$ cat src/rtl/bpred_btb.sv
// Direct-mapped branch target buffer with saturating direction counters, one register entry per index.
// Optional statistics counters are compiled in with `define BTB_STATS_EN.

module btb_entry #(
  parameter int ADDR_W   = 32,
  parameter int TAG_W    = 26,
  parameter int CNT_BITS = 2
) (
  input  logic                clk,
  input  logic                reset,
  input  logic                we,
  input  logic [TAG_W-1:0]    u_tag,
  input  logic                u_taken,
  input  logic [ADDR_W-1:0]   u_target,
  output logic                valid,
  output logic [TAG_W-1:0]    tag,
  output logic [ADDR_W-1:0]   target,
  output logic [CNT_BITS-1:0] cnt
);
  localparam logic [CNT_BITS-1:0] CNT_MAX = {CNT_BITS{1'b1}};
  localparam logic [CNT_BITS-1:0] CNT_WT  = CNT_BITS'(1 << (CNT_BITS-1));
  localparam logic [CNT_BITS-1:0] CNT_WNT = CNT_BITS'((1 << (CNT_BITS-1)) - 1);

  logic hit;
  assign hit = valid && (tag == u_tag);

  always_ff @(posedge clk) begin
    if (reset) begin
      valid  <= 1'b0;
      tag    <= '0;
      target <= '0;
      cnt    <= CNT_WNT;
    end else if (we) begin
      if (hit) begin
        if (u_taken) begin
          if (cnt != CNT_MAX) cnt <= cnt + 1'b1;
          target <= u_target;
        end else if (cnt != '0) begin
          cnt <= cnt - 1'b1;
        end
      end else if (u_taken) begin
        // Direct-mapped: a taken miss evicts whatever occupies the slot
        valid  <= 1'b1;
        tag    <= u_tag;
        target <= u_target;
        cnt    <= CNT_WT;
      end
    end
  end
endmodule

module bpred_btb #(
  parameter int ADDR_W   = 32,
  parameter int ENTRIES  = 16,
  parameter int CNT_BITS = 2,
  parameter int STAT_W   = 32
) (
  input  logic              clk,
  input  logic              reset,
  input  logic              lookup_valid,
  input  logic [ADDR_W-1:0] lookup_pc,
  output logic              pred_hit,
  output logic              pred_taken,
  output logic [ADDR_W-1:0] pred_target,
  input  logic              upd_valid,
  input  logic [ADDR_W-1:0] upd_pc,
  input  logic              upd_taken,
  input  logic [ADDR_W-1:0] upd_target,
  input  logic              upd_pred_taken,
  input  logic [ADDR_W-1:0] upd_pred_target,
  output logic              mispredict,
  output logic [STAT_W-1:0] stat_lookups,
  output logic [STAT_W-1:0] stat_updates,
  output logic [STAT_W-1:0] stat_mispred
);
  localparam int IDX_W = $clog2(ENTRIES);
  localparam int TAG_W = ADDR_W - IDX_W - 2;

  logic [IDX_W-1:0] l_idx, u_idx;
  logic [TAG_W-1:0] l_tag, u_tag;

  assign l_idx = lookup_pc[IDX_W+1:2];
  assign l_tag = lookup_pc[ADDR_W-1:IDX_W+2];
  assign u_idx = upd_pc[IDX_W+1:2];
  assign u_tag = upd_pc[ADDR_W-1:IDX_W+2];

  logic [ENTRIES-1:0]               e_valid;
  logic [ENTRIES-1:0][TAG_W-1:0]    e_tag;
  logic [ENTRIES-1:0][ADDR_W-1:0]   e_target;
  logic [ENTRIES-1:0][CNT_BITS-1:0] e_cnt;

  for (genvar i = 0; i < ENTRIES; i++) begin : g_ent
    btb_entry #(.ADDR_W(ADDR_W), .TAG_W(TAG_W), .CNT_BITS(CNT_BITS)) u_ent (
      .clk      (clk),
      .reset    (reset),
      .we       (upd_valid && (u_idx == IDX_W'(i))),
      .u_tag    (u_tag),
      .u_taken  (upd_taken),
      .u_target (upd_target),
      .valid    (e_valid[i]),
      .tag      (e_tag[i]),
      .target   (e_target[i]),
      .cnt      (e_cnt[i])
    );
  end

  // Lookup reads current flops, so a same-cycle update to the slot is seen next cycle
  assign pred_hit    = e_valid[l_idx] && (e_tag[l_idx] == l_tag);
  assign pred_taken  = pred_hit && e_cnt[l_idx][CNT_BITS-1];
  assign pred_target = pred_taken ? e_target[l_idx] : lookup_pc + ADDR_W'(4);

  assign mispredict = upd_valid &&
                      ((upd_taken != upd_pred_taken) ||
                       (upd_taken && upd_pred_taken && (upd_target != upd_pred_target)));

`ifdef BTB_STATS_EN
  always_ff @(posedge clk) begin
    if (reset) begin
      stat_lookups <= '0;
      stat_updates <= '0;
      stat_mispred <= '0;
    end else begin
      if (lookup_valid && (stat_lookups != '1)) stat_lookups <= stat_lookups + 1'b1;
      if (upd_valid && (stat_updates != '1))    stat_updates <= stat_updates + 1'b1;
      if (mispredict && (stat_mispred != '1))   stat_mispred <= stat_mispred + 1'b1;
    end
  end
`else
  assign stat_lookups = '0;
  assign stat_updates = '0;
  assign stat_mispred = '0;
`endif

  // Byte-offset bits never select an entry; lookup_valid only feeds the statistics
  logic unused_ok;
  assign unused_ok = &{1'b0, lookup_valid, lookup_pc[1:0], upd_pc[1:0]};
endmodule

$ cat config.mk
export PLATFORM = sky130hd
export DESIGN_NAME = bpred_btb
export DESIGN_NICKNAME = d
export VERILOG_FILES = /design/src/rtl/bpred_btb.sv
export SDC_FILE = /design/constraint.sdc
export NUM_CORES = 2
export LEC_CHECK = 0
export ABC_CLOCK_PERIOD_IN_PS = 2840
export BUFFER_PORTS_ARGS = -buffer_cell sky130_fd_sc_hd__buf_2
export CAP_MARGIN = 0
export CORE_UTILIZATION = 30
export CTS_BUF_LIST = sky130_fd_sc_hd__clkbuf_4 sky130_fd_sc_hd__clkbuf_8
export DETAILED_ROUTE_END_ITERATION = 12
export PLACE_DENSITY = 0.49
export SETUP_SLACK_MARGIN = 0.5
export SYNTH_ARGS = -nofsm -noshare
export SYNTH_HDL_FRONTEND = slang
export SYNTH_HIERARCHICAL = 1
export SYNTH_SLANG_ARGS = --single-unit
$ cat constraint.sdc
create_clock -name clk -period 2.84 [get_ports clk]
set_input_delay 0 -clock clk [delete_from_list [all_inputs] [get_ports clk]]
set_output_delay 0 -clock clk [all_outputs]
set_load 0.1 [all_outputs]
==> run_results.csv <==
group,metric,value,unit
clock_tree,cts_buffers,170,
logic_synthesis,yosysWarnings,6,
route,avgRoutedWirePerCell,24.9,um
setup_path,r2r-end,"g_ent[2].u_ent/tag[15]$_SDFFE_PP0P_",
cells_and_area,fin_area,61800,um2
cells_and_area,areaGrowthSynthToFinish,26.8,%
placement,place_area,56700,um2
setup_path,critPathMaxStageDelay,0.51,ns
route,ant_nets,0,
setup_path,start_kind,"flip-flop",
clock_tree,cts.path.max_buffers,3,
min_path,holdCritStartpoint,"upd_pc[26]",
sta,period_share,152,%
floorplan,ios,265,
sta,setup_ws,-1.47,ns
sta,max_freq,232,MHz
flow_run,maxCapViolCount,0,
logic_synthesis,synth-seq-cells,976,
status,status,"finished, violations left",
status,violations,"negative setup slack",
placement,place_congestion,0.910,
route,routed_wl,200,mm
cells_and_area,layout-drive-gt1-share,34.8,%
setup_path,endpoint_kind,"output port",
clock_tree,htreeDepth,4,
logic_synthesis,syn_area,48700,um2
sta,final_hold_viol_count,0,
route,vias,41900,
setup_path,rrSetupSlack,0.52,ns
setup_path,r2r-start,"g_ent[2].u_ent/tag[21]$_SDFFE_PP0P_",
setup_path,crit_required,2.84,ns
logic_synthesis,synth_edf_count,0,
sta,slew-limit-headroom,38.1,%
grt,grt_max_degree,174,
grt,track_usage,23.9,%
sta,tightest_slew,0.928,ns
floorplan,initial_core_util,30.3,%
route,vias_per_cell,5.22,
setup_path,crit_chain,"mux4_2 > mux2_4 > a32oi_4 > o311ai_4 > nor4_4 > nand4_1 > nor4b_4 > buf_12 > buf_16 > buf_12 > mux2_4 > buf_12",
floorplan,coreArea,161000,um2
floorplan,die_area,164000,um2
min_path,min_path_cells,4,
sta,finalMaxSlewViolations,0,
power_and_ir_drop,peakVddDrop,0.446,mV
setup_path,worst_path_most_repeated_cell,"buf_12",
clock_tree,root_buffer,"clkbuf_8",
sta,fin_skew,0.0459,ns
sta,finalCriticalPeriod,4.31,ns
placement,dp_hpwl,130,mm
grt,overflow,0,
clock_tree,cts_tree,"yes",
route,first_iter_violations,4314,
cells_and_area,seq_area,19500,um2
power_and_ir_drop,p_per_area,519,nW/um2
clock_tree,cts.sinks,976,
logic_synthesis,synthDistinctLibCells,74,
cells_and_area,fillers,15900,
logic_synthesis,synthArstFlopShare,0,%
floorplan,num_rows,147,
floorplan,die_x,405,um
sta,finalSetupViolCount,34,
setup_path,reg2regPathDepth,7,
grt,grt_pass1_wl,286,mm
setup_path,critical_path_class,"reg -> out",
logic_synthesis,avgSynthCellArea,9.89,um2
logic_synthesis,synthCells,4923,
logic_synthesis,ys_seq_area_share,40.1,%
power_and_ir_drop,cellLeakagePower,23.1,nW
min_path,hold_end,"g_ent[6].u_ent/tag[20]$_SDFFE_PP0P_",
grt,antenna_found_initial,18,
grt,grt_pass1_vias,40200,
route,drc,0,
setup_path,path_max_fanout,5,
floorplan,die_y,405,um
clock_tree,cts.clk_slew.worst_paths,0.06,ns
sta,holdWs,0.167,ns
power_and_ir_drop,power,32.1,mW
route,first_pass_iters,5,
placement,io_buffers,165,
setup_path,worstPathArrival,4.31,ns
setup_path,crit_slowest_cell,"mux4_2",
min_path,hold_path_class,"in -> reg",
cells_and_area,finalNetCount,5869,
sta,rsz0062_at_grt,"true",
logic_synthesis,ys.flop_type,"dfxtp_1",
cells_and_area,multi_input_area,27000,um2
clock_tree,clk_latency,0.92,ns
power breakdown:
part	internal [mW]	leakage, nW	switching (mW)
Clock	7.91	1.96	6.32
Combinational	1.29	13.3	2.70
Sequential	13.8	7.87	0.0608
Total	23.0	23.1	9.08
area by class of cell:
cell class | instances | area share (%)
Inverter | 33 | 0.205
Multi-Input combinational cell | 3569 | 43.8
Clock buffer | 266 | 5.43
Clock inverter | 33 | 0.584
Tap cell | 2160 | 4.38
Sequential cell | 976 | 31.6
Antenna cell | 9 | 0.0365
Timing Repair Buffer | 983 | 14.0
stage by stage:
stage	utilization, %	std cells	worst slack [ns]	TNS [ns]
global route	38.4	8025	-1.60	-51.41
CTS	38.2	8008	-1.46	-46.86
finish	38.4	8029	-1.47	-47.04
floorplan	-	5018	-0.371	-4.00
detailed placement	35.2	7628	-0.706	-21.57
global placement	35.2	7628	-0.737	-22.82
sequential cells by signal, summed over array words and instances, names as in the netlist:
| name | flops |
|---|---|
| g_ent.u_ent/cnt | 32 |
| g_ent.u_ent/tag | 416 |
| g_ent.u_ent/valid | 16 |
| g_ent.u_ent/target | 512 |
worst max-delay path, delay by kind of cell (launching register included):
kind / cells / cell delay [ns]
muxes: 3 / 1.14
and+or+nand+nor: 3 / 0.90
buffers and inverters: 4 / 0.68
AOI/OAI and AO/OA: 2 / 0.36
DFF: 1 / 0.32
cells in the mapped netlist, types with 5 or more instances:
library cell	count	area, um2
nand2_1	1096	4110
dfxtp_1	976	19500
a21oi_1	538	2690
xnor2_1	442	3870
a22o_2	416	4160
mux4_2	234	5270
clkbuf_1	202	758
buf_4	126	946
nor2_1	120	450
nand4_1	114	713
buf_6	67	754
mux2i_1	66	661
xor2_1	55	482
mux2_2	31	349
inv_1	30	113
mux2_4	29	435
nor3_1	28	140
o21ai_0	24	120
a211oi_1	19	143
nand2b_1	19	119
and2_1	18	113
buf_2	18	90.1
a211o_1	17	149
a41o_1	17	170
a311oi_2	16	240
a41oi_1	16	140
and3_2	16	120
nor4_4	16	340
buf_1	13	48.8
mux4_1	13	342
nand3_1	11	55.1
a221oi_1	9	78.8
a22o_1	9	78.8
a22oi_1	9	67.6
o22ai_1	9	56.3
nor2b_1	8	50.1
nor4_1	8	50.1
buf_8	5	75.1
how the worst max path moves through the flow:
stage,end,startpoint,slack [ns]
detailed placement,pred_target[22],lookup_pc[2],-0.71
floorplan,pred_target[2],lookup_pc[2],-0.37
global route,pred_target[12],g_ent[7].u_ent/tag[23]$_SDFFE_PP0P_,-1.60
CTS,pred_target[12],g_ent[15].u_ent/tag[17]$_SDFFE_PP0P_,-1.46
finish,pred_target[12],g_ent[7].u_ent/tag[23]$_SDFFE_PP0P_,-1.47
global placement,pred_target[29],lookup_pc[2],-0.74
cell usage in the layout (no fill, tap or decap), drive strengths merged, types with 4 or more instances in the layout:
| cell type | n |
|---|---|
| nand2 | 1096 |
| dfxtp | 976 |
| buf | 912 |
| a21oi | 538 |
| xnor2 | 442 |
| a22o | 425 |
| clkbuf | 267 |
| mux4 | 247 |
| nor2 | 120 |
| nand4 | 114 |
| conb | 96 |
| dlygate4sd3 | 70 |
| mux2i | 66 |
| mux2 | 60 |
| xor2 | 55 |
| inv | 42 |
| nor3 | 28 |
| nor4 | 26 |
| o21ai | 25 |
| nand2b | 19 |
| a211oi | 19 |
| and2 | 18 |
| a211o | 17 |
| a41o | 17 |
| a311oi | 17 |
| and3 | 16 |
| a41oi | 16 |
| clkinv | 16 |
| nand3 | 11 |
| a221oi | 11 |
| diode | 9 |
| a22oi | 9 |
| o22ai | 9 |
| nor2b | 8 |
| bufinv | 4 |
| clkinvlp | 4 |
| o2111ai | 4 |
cell families (layout without fill, tap and decap cells):
logic type                 Yosys count  in the layout  share of synthesized area (%)
DFF                                976            976                           40.1
buffers and inverters              473           1315                           5.99
adders and majority gates            2              2                         0.0514
other                                1            105                        0.00770
muxes                              373            373                           14.5
xor gates and xnor gates           497            497                           8.94
and+or+nand+nor                   1469           1469                           13.2
AOI/OAI and AO/OA                 1132           1132                           17.2
layer usage:
| layer | GRT usage (%) | wire length [um] | vias to the layer above |
|---|---|---|---|
| li1 | - | - | 19100 |
| met1 | 33.3 | 89200 | 20800 |
| met2 | 37.5 | 90700 | 1676 |
| met3 | 4.07 | 14800 | 266 |
| met4 | 7.38 | 5590 | 4 |
| met5 | 0 | 27 | - |
what timing repair did:
action,CTS,global route
buffers inserted,9,11
endpoints found under the setup margin,124,220
resized for setup,66,24
gates cloned,2,1
endpoints found under the hold margin,976,0
hold buffers,70,0
pin swaps,12,18
(Power assumes the default switching activity.)
